==> config.mk <==
export PLATFORM = sky130hd
export DESIGN_NAME = booth_r4_mul_pipe_flat
export DESIGN_NICKNAME = d
export VERILOG_FILES = /design/src/rtl/booth_r4_mul_pipe_pkg.sv /design/src/rtl/booth_r4_mul_pipe_if.sv /design/src/rtl/booth_r4_mul_pipe_digit.sv /design/src/rtl/booth_r4_mul_pipe.sv /design/src/flat_wrapper.sv
export SDC_FILE = /design/constraint.sdc
export NUM_CORES = 2
export LEC_CHECK = 0
export ABC_CLOCK_PERIOD_IN_PS = 5900
export BUFFER_PORTS_ARGS = -buffer_cell sky130_fd_sc_hd__clkbuf_2
export CORE_ASPECT_RATIO = 0.5
export CORE_MARGIN = 1
export CORE_UTILIZATION = 35
export CTS_CLUSTER_SIZE = 24
export DETAILED_ROUTE_END_ITERATION = 8
export PLACE_DENSITY_LB_ADDON = 0.05
export SLEW_MARGIN = 25
export SYNTH_ARGS = -nofsm -noshare
export SYNTH_HDL_FRONTEND = slang
export SYNTH_HIERARCHICAL = 1
export SYNTH_SLANG_ARGS = --single-unit
==> constraint.sdc <==
create_clock -name clk -period 5.9 [get_ports clk]
set_clock_uncertainty 0.05 [all_clocks]
set_input_delay 0.885 -clock clk [delete_from_list [all_inputs] [get_ports clk]]
set_output_delay 0.885 -clock clk [all_outputs]
set_load 0.01 [all_outputs]
==> src/rtl/booth_r4_mul_pipe_pkg.sv <==
// Shared definitions for the radix-4 Booth multiplier: digit/stage counts and
// the digit-select encoding produced by the Booth recoder.
package booth_r4_mul_pipe_pkg;

  typedef enum logic [2:0] {
    BOOTH_ZERO = 3'd0,
    BOOTH_P1   = 3'd1,
    BOOTH_P2   = 3'd2,
    BOOTH_M1   = 3'd3,
    BOOTH_M2   = 3'd4
  } booth_sel_e;

  // One extra digit beyond WIDTH/2 so an unsigned multiplier's top bit is
  // never read as a sign.
  function automatic int booth_ndig(input int width);
    return width / 32'sd2 + 32'sd1;
  endfunction

  function automatic int booth_nstg(input int width, input int dps);
    return (booth_ndig(width) + dps - 32'sd1) / dps;
  endfunction

  function automatic booth_sel_e booth_sel(input logic [2:0] win);
    booth_sel_e sel;
    case (win)
      3'b001, 3'b010: sel = BOOTH_P1;
      3'b011:         sel = BOOTH_P2;
      3'b100:         sel = BOOTH_M2;
      3'b101, 3'b110: sel = BOOTH_M1;
      default:        sel = BOOTH_ZERO;
    endcase
    return sel;
  endfunction

endpackage

==> src/rtl/booth_r4_mul_pipe_if.sv <==
// Operand/product handshake bundle for booth_r4_mul_pipe.
// Tag signals exist only when BOOTH_MUL_TAG_EN is defined.
interface booth_r4_mul_pipe_if #(
  parameter int WIDTH = 16,
  parameter int TAG_W = 8
);
  logic               in_valid;
  logic               in_ready;
  logic               in_signed;
  logic [WIDTH-1:0]   in_a;
  logic [WIDTH-1:0]   in_b;
  logic               out_valid;
  logic               out_ready;
  logic [2*WIDTH-1:0] out_prod;

`ifdef BOOTH_MUL_TAG_EN
  logic [TAG_W-1:0] in_tag;
  logic [TAG_W-1:0] out_tag;

  modport master (
    output in_valid, in_signed, in_a, in_b, in_tag, out_ready,
    input  in_ready, out_valid, out_prod, out_tag
  );
  modport slave (
    input  in_valid, in_signed, in_a, in_b, in_tag, out_ready,
    output in_ready, out_valid, out_prod, out_tag
  );
`else
  logic [TAG_W-1:0] unused_tag;
  assign unused_tag = {TAG_W{1'b0}};

  modport master (
    output in_valid, in_signed, in_a, in_b, out_ready,
    input  in_ready, out_valid, out_prod
  );
  modport slave (
    input  in_valid, in_signed, in_a, in_b, out_ready,
    output in_ready, out_valid, out_prod
  );
`endif
endinterface

==> src/rtl/booth_r4_mul_pipe_digit.sv <==
// One radix-4 Booth digit: recodes a 3-bit multiplier window and adds the
// selected multiple of the (already positioned) multiplicand to the accumulator.
module booth_r4_digit
  import booth_r4_mul_pipe_pkg::*;
#(
  parameter int AW = 34
) (
  input  logic [AW-1:0] i_acc,
  input  logic [AW-1:0] i_a,
  input  logic [2:0]    i_win,
  output logic [AW-1:0] o_acc
);
  booth_sel_e w_sel;

  assign w_sel = booth_sel(i_win);

  // Accumulate d*A for d in {-2,-1,0,+1,+2}
  always_comb begin
    o_acc = i_acc;
    case (w_sel)
      BOOTH_P1: o_acc = i_acc + i_a;
      BOOTH_P2: o_acc = i_acc + (i_a << 1);
      BOOTH_M1: o_acc = i_acc - i_a;
      BOOTH_M2: o_acc = i_acc - (i_a << 1);
      default:  o_acc = i_acc;
    endcase
  end
endmodule

==> src/rtl/booth_r4_mul_pipe.sv <==
// Fully pipelined radix-4 Booth multiplier, one op per cycle, latency NSTG+1.
// Optional per-op tag chain enabled by defining BOOTH_MUL_TAG_EN.
module booth_r4_mul_pipe
  import booth_r4_mul_pipe_pkg::*;
#(
  parameter int WIDTH       = 16,
  parameter int DIG_PER_STG = 1,
  parameter int TAG_W       = 8
) (
  input logic                clk,
  input logic                rst_n,
  booth_r4_mul_pipe_if.slave bus
);
  localparam int NDIG = booth_ndig(WIDTH);
  localparam int NSTG = booth_nstg(WIDTH, DIG_PER_STG);
  localparam int AW   = 2 * WIDTH + 2;
  localparam int BW   = WIDTH + 3;

  logic          w_adv;
  logic          w_sa;
  logic          w_sb;
  logic          w_v   [0:NSTG];
  logic [AW-1:0] w_a   [0:NSTG];
  logic [BW-1:0] w_b   [0:NSTG];
  logic [AW-1:0] w_acc [0:NSTG];

  logic          r_v0;
  logic [AW-1:0] r_a0;
  logic [BW-1:0] r_b0;

  // The whole pipe freezes only while a finished product waits downstream.
  assign w_adv         = !(w_v[NSTG] && !bus.out_ready);
  assign bus.in_ready  = w_adv;
  assign bus.out_valid = w_v[NSTG];
  assign bus.out_prod  = w_acc[NSTG][2*WIDTH-1:0];

  assign w_sa = bus.in_signed & bus.in_a[WIDTH-1];
  assign w_sb = bus.in_signed & bus.in_b[WIDTH-1];

  // Input stage: extend operands by the op's own signedness
  always_ff @(posedge clk or negedge rst_n) begin
    if (!rst_n) begin
      r_v0 <= 1'b0;
      r_a0 <= {AW{1'b0}};
      r_b0 <= {BW{1'b0}};
    end else if (w_adv) begin
      r_v0 <= bus.in_valid;
      if (bus.in_valid) begin
        r_a0 <= {{(AW-WIDTH){w_sa}}, bus.in_a};
        r_b0 <= {{2{w_sb}}, bus.in_b, 1'b0};
      end
    end
  end

  assign w_v[0]   = r_v0;
  assign w_a[0]   = r_a0;
  assign w_b[0]   = r_b0;
  assign w_acc[0] = {AW{1'b0}};

  for (genvar s = 1; s <= NSTG; s++) begin : g_stg
    logic [AW-1:0] w_part [0:DIG_PER_STG];
    logic          r_v;
    logic [AW-1:0] r_a;
    logic [BW-1:0] r_b;
    logic [AW-1:0] r_acc;

    assign w_part[0] = w_acc[s-1];

    for (genvar j = 0; j < DIG_PER_STG; j++) begin : g_dig
      if ((s - 1) * DIG_PER_STG + j < NDIG) begin : g_on
        booth_r4_digit #(.AW(AW)) u_dig (
          .i_acc (w_part[j]),
          .i_a   (w_a[s-1] << (2 * j)),
          .i_win (w_b[s-1][2*j+2:2*j]),
          .o_acc (w_part[j+1])
        );
      end else begin : g_off
        assign w_part[j+1] = w_part[j];
      end
    end

    // Stage register: retire this stage's digits, realign A and B for the next
    always_ff @(posedge clk or negedge rst_n) begin
      if (!rst_n) begin
        r_v   <= 1'b0;
        r_a   <= {AW{1'b0}};
        r_b   <= {BW{1'b0}};
        r_acc <= {AW{1'b0}};
      end else if (w_adv) begin
        r_v   <= w_v[s-1];
        r_a   <= w_a[s-1] << (2 * DIG_PER_STG);
        r_b   <= w_b[s-1] >> (2 * DIG_PER_STG);
        r_acc <= w_part[DIG_PER_STG];
      end
    end

    assign w_v[s]   = r_v;
    assign w_a[s]   = r_a;
    assign w_b[s]   = r_b;
    assign w_acc[s] = r_acc;
  end

`ifdef BOOTH_MUL_TAG_EN
  logic [TAG_W-1:0] w_tag [0:NSTG];
  logic [TAG_W-1:0] r_tag0;

  // Tag capture alongside the operands
  always_ff @(posedge clk or negedge rst_n) begin
    if (!rst_n) begin
      r_tag0 <= {TAG_W{1'b0}};
    end else if (w_adv && bus.in_valid) begin
      r_tag0 <= bus.in_tag;
    end
  end

  assign w_tag[0] = r_tag0;

  for (genvar t = 1; t <= NSTG; t++) begin : g_tag
    logic [TAG_W-1:0] r_tag;

    // Tag follows its op through the same stall/advance as the data
    always_ff @(posedge clk or negedge rst_n) begin
      if (!rst_n) begin
        r_tag <= {TAG_W{1'b0}};
      end else if (w_adv) begin
        r_tag <= w_tag[t-1];
      end
    end

    assign w_tag[t] = r_tag;
  end

  assign bus.out_tag = w_tag[NSTG];
`else
  logic [TAG_W-1:0] w_unused_tag;
  assign w_unused_tag = {TAG_W{1'b0}};
`endif

endmodule

==> src/flat_wrapper.sv <==
// flat-port wrapper written by rule: the top's interface ports become plain ports
module booth_r4_mul_pipe_flat import booth_r4_mul_pipe_pkg::*;
#(
  parameter int WIDTH       = 16,
  parameter int DIG_PER_STG = 1,
  parameter int TAG_W       = 8
)
  (clk, rst_n, bus_in_valid, bus_in_signed, bus_in_a, bus_in_b, bus_out_ready, bus_in_ready, bus_out_valid, bus_out_prod);
  booth_r4_mul_pipe_if #(.WIDTH(WIDTH), .TAG_W(TAG_W)) bus_i ();
  input logic clk;
  input logic rst_n;
  input wire logic [$bits(bus_i.in_valid)-1:0] bus_in_valid;
  input wire logic [$bits(bus_i.in_signed)-1:0] bus_in_signed;
  input wire logic [$bits(bus_i.in_a)-1:0] bus_in_a;
  input wire logic [$bits(bus_i.in_b)-1:0] bus_in_b;
  input wire logic [$bits(bus_i.out_ready)-1:0] bus_out_ready;
  output wire logic [$bits(bus_i.in_ready)-1:0] bus_in_ready;
  output wire logic [$bits(bus_i.out_valid)-1:0] bus_out_valid;
  output wire logic [$bits(bus_i.out_prod)-1:0] bus_out_prod;
  assign bus_i.in_valid = bus_in_valid;
  assign bus_i.in_signed = bus_in_signed;
  assign bus_i.in_a = bus_in_a;
  assign bus_i.in_b = bus_in_b;
  assign bus_i.out_ready = bus_out_ready;
  assign bus_in_ready = bus_i.in_ready;
  assign bus_out_valid = bus_i.out_valid;
  assign bus_out_prod = bus_i.out_prod;
  booth_r4_mul_pipe #(.WIDTH(WIDTH), .DIG_PER_STG(DIG_PER_STG), .TAG_W(TAG_W)) u_core (.clk(clk), .rst_n(rst_n), .bus(bus_i));
endmodule
Yosys cells after proc, flatten, opt, wreduce, memory -nomap -nowiden

Index checks and enable logic that the tools add are counted.

Equal/unequal tests: 87
Multiplexer cells: 18
Reductions and logical operators: 20
Add/sub/neg operators: 34
Bitwise operators: 3

Operators with widths:

| cell                                               | number |
|---|---|
| case mux 32 bit (4 select lines)                   | 9 |
| adder 32 bit                                       | 16 |
| subtractor 32 bit                                  | 16 |
| == test 3 x 2 -> 1 bit (second input constant)     | 34 |
| == test 3 bit (second input constant)              | 33 |
| case mux 3 bit (4 select lines)                    | 8 |
| == test 3 x 1 -> 1 bit (second input constant)     | 17 |
| OR reduction 2 bit                                 | 16 |
| subtractor 1 x 18 -> 19 bit (first input constant) | 1 |
| subtractor 1 x 17 -> 18 bit (first input constant) | 1 |
| case mux 3 bit (3 select lines)                    | 1 |
| == test 2 bit (second input constant)              | 2 |
| bitwise AND 1 bit                                  | 2 |
| == test 2 x 1 -> 1 bit (second input constant)     | 1 |
| logical NOT 1 bit                                  | 2 |
| AND reduction 2 bit                                | 1 |
| logical AND 1 bit                                  | 1 |
| inverter 1 bit                                     | 1 |

Input port bits: 37
Logic and storage cells: 199
Flip-flop bits (word level): 539

Depth between registers and ports, before layout

Depth after elaboration: 5
Depth in mapped cells: 22
Depth with buffers taken out: 22

Hierarchy

The synthesis kept the hierarchy.

By module, submodules not included:

| module                                                    | cells each | area each (µm²) | sequential area each (µm²) | instances |
|---|---|---|---|---|
| booth_r4_digit at u_core.g_stg[1].g_dig[0].g_on.u_dig ... | 742        | 5017.3          | 0.0                        | 7 |
| booth_r4_mul_pipe                                         | 2278       | 21032.7         | 13913.3                    | 1 |
| booth_r4_digit at u_core.g_stg[3].g_dig[0].g_on.u_dig     | 801        | 5370.2          | 0.0                        | 1 |
| booth_r4_digit at u_core.g_stg[9].g_dig[0].g_on.u_dig     | 754        | 5069.9          | 0.0                        | 1 |

Least setup slack after synthesis

Ideal clock, no wire load.

Path type: reg2reg
Start: register u_core.g_stg[1].r_a[9]
End: register, netlist name u_core/g_stg[2].r_acc[33]
Required time: 5733 ps
Path buffers: 1
Stages on the path, launching flop included: 20
Arrival: 4570 ps
Setup slack: 1163 ps
Cell sequence: dfrtp_1 buf_6 or4_1 or4_1 or3_4 or3_4 or4b_4 nand2_1 xor2_1 ha_1 a21o_1 a21o_1 a21o_1 a22oi_1 o21ai_0 o41ai_1 mux2i_1 a211o_1 nand2_1 nand2_1

RTL lines:

| what                   | line                    | text |
|---|---|---|
| from (decl)            | booth_r4_mul_pipe.sv:63 | `logic [AW-1:0] r_a;` |
| from (signal assigned) | booth_r4_mul_pipe.sv:86 | `r_a <= {AW{1'b0}};` |
| from (signal assigned) | booth_r4_mul_pipe.sv:91 | `r_a <= w_a[s-1] << (2 * DIG_PER_STG);` |

==> impl_metrics.tcl <==
set metrics [dict create \
    worstSkewPairLatency_ns 0.73 \
    final_cells 11183 \
    syn_avg_cell_area_sq_um 7.40 \
    cts-htree-levels 2 \
    final_antenna_net_count 0 \
    rr_worst_depth 19 \
    finalHoldViolCount 0 \
    dr_wl_met2_microns 92200 \
    wirelength_met1_microns 111000 \
    worstReg2RegStart "u_core/r_a0[9]$_DFFE_PN0P_" \
    tns_ns 0 \
    coreArea_sq_um 178000 \
    die_x_microns 602 \
    ys_warn_count 6 \
    grt_usage_pct 23.5 \
    fin_util_pct 38.8 \
    whs_ns 0.0997 \
    synth_area_sq_um 63000 \
    grt_pass1_wl_microns 337000 \
    nNetsFinal 9382 \
    critical_path_class "register to register" \
    clock_tree.root_cell "clkbuf_16" \
    crit_fanout 9 \
    finalCritPeriodShare_pct 93.2 \
    clock_sinks 539 \
    drive_gt1_share_pct 5.22 \
    hpwlAfterDp_microns 171000 \
    clkTransAtPathRegs_ns 0.07 \
    drc 0 \
    setup_viol 0 \
    overflow 0 \
    grt_max_degree 170 \
    die-area_sq_um 182000 \
    place.gp.congestion 0.911 \
    reg2reg_to "u_core/g_stg[1].r_acc[26]$_DFFE_PN0N_" \
    worst_ep_arrival_time_ns 6.09 \
    cts_made_buffers 60 \
    holdCritPathClass "input port to asynchronous set/reset pin" \
    firstDrtPassIters 5 \
    cts_setup_buffers 0 \
    cap_viol_max_count 0 \
    routed_wl_microns 218000 \
    worstMarginPinSlew_ns 1.03 \
    core.rowCount 109 \
    highest_layer "met5" \
    syn_inst 8520 \
    io_pins 71 \
    numPortBuffers 70 \
    slew_headroom_pct 30.6 \
    area_growth_pct 9.51 \
    die-height_microns 302 \
    maxSlewViolCount 0 \
    antenna_found_initial 2 \
    avgViaCountPerCell 5.30 \
    fin_crit_ns 5.50 \
    wire_per_inst_microns 19.5 \
    rsz0062_at_grt "no" \
    cts_tree "built" \
    postCtsHoldBufs 0 \
    cts_resized 0 \
    via_count 59266 \
    cp-end-kind "register" \
    routed-wl-met3_microns 9770 \
    drt-initial-drc-count 4490 \
    status "finished clean" \
    antenna_cells 0 \
    rrSetupSlack_ns 0.40 \
    cp-start-kind "register" \
    start_util_pct 35.5 \
    grt_pass1_vias 56453 \
    max_clock_freq_mhz 182 \
    required_ns 6.49 \
    cts_buffer_depth 3 \
    dp.cells 11075 \
]
how the worst max path moves through the flow:
| stage | from | to | slack [ns] | depth (start not counted) |
|---|---|---|---|---|
| 2_1_floorplan | u_core/g_stg[1].r_a[9]$_DFFE_PN0N_ | u_core/g_stg[2].r_acc[26]$_DFFE_PN0N_ | 1.21 | 19 |
| 3_3_place_gp | u_core/g_stg[6].r_a[12]$_DFFE_PN0N_ | u_core/g_stg[7].r_acc[30]$_DFFE_PN0N_ | 0.63 | 18 |
| 3_5_place_dp | u_core/r_a0[12]$_DFFE_PN0P_ | u_core/g_stg[1].r_acc[26]$_DFFE_PN0N_ | 0.60 | 19 |
| 4_1_cts | u_core/r_a0[9]$_DFFE_PN0P_ | u_core/g_stg[1].r_acc[26]$_DFFE_PN0N_ | 0.54 | 19 |
| 5_1_grt | u_core/g_stg[6].r_a[12]$_DFFE_PN0N_ | u_core/g_stg[7].r_acc[26]$_DFFE_PN0N_ | 0.17 | 18 |
| 6_report | u_core/r_a0[9]$_DFFE_PN0P_ | u_core/g_stg[1].r_acc[26]$_DFFE_PN0N_ | 0.40 | 19 |
critical path: stages, from the launching register on:
cell and delay (ns):
dfrtp_1 0.49, or4_1 0.52, or4_1 0.42, or2_1 0.34
or3_1 0.41, nor3_4 0.23, nor2_1 0.10, xnor2_1 0.15
ha_1 0.26, nand3_1 0.14, or3_1 0.37, a2111oi_0 0.72
buf_4 0.24, nor2_1 0.04, o21ai_0 0.26, a41oi_1 0.18
xor2_1 0.17, o221ai_1 0.18, nand2_1 0.07, nand2_1 0.08
placed cells by master, fill, tap and decap left out, types with 49 or more instances in the layout:
master and n:
conb_1 358, nor3_1 111, o21a_1 68, a21oi_1 498, or3_1 83, a211oi_1 102
inv_1 249, xnor2_1 501, nand3_1 142, clkbuf_2 69, o21ai_0 427, nor4_1 49
a21o_1 201, dfrtp_1 536, o221ai_1 109, a221o_1 50, o31ai_1 83, nor2_1 602
o21bai_1 52, clkbuf_16 60, nand2_1 2146, and2_1 54, nand2b_1 85, o211ai_1 63
ha_1 576, a22oi_1 114, buf_4 110, xor2_1 462
stage by stage:
step,cell area (sq um),setup slack [ns]
final,69000,0.402
after global routing,69000,0.165
after CTS,69000,0.542
after detailed placement,67100,0.603
after global placement,67100,0.628
after floorplan,64400,1.21
state kept, by name (all words and copies together) (netlist names):
signal	flops
u_core/g_stg.r_acc	288
u_core/g_stg.r_a	135
u_core/g_stg.r_b	72
u_core/r_a0	17
u_core/r_b0	17
u_core/g_stg.r_v	8
u_core/bus.out_valid	1
u_core/r_v0	1
cell type report:
class	count	area [sq um]
Clock buffer	84	1690
Clock inverter	24	270
Fill cell	19146	109000
Inverter	250	955
Multi-Input combinational cell	7714	48300
Sequential cell	539	13500
Tap cell	2386	2990
Timing Repair Buffer	186	1310
metal layers:
| metal | vias up | global-route usage, % |
|---|---|---|
| met5 | - | 0 |
| met4 | 4 | 5.84 |
| met3 | 203 | 2.62 |
| met2 | 1156 | 36.3 |
| met1 | 27863 | 34.7 |
| li1 | 30040 | - |
Power is left out: the tool's default activity adds up to more than one toggle a clock period on the data nets, which glitch-free logic cannot reach.
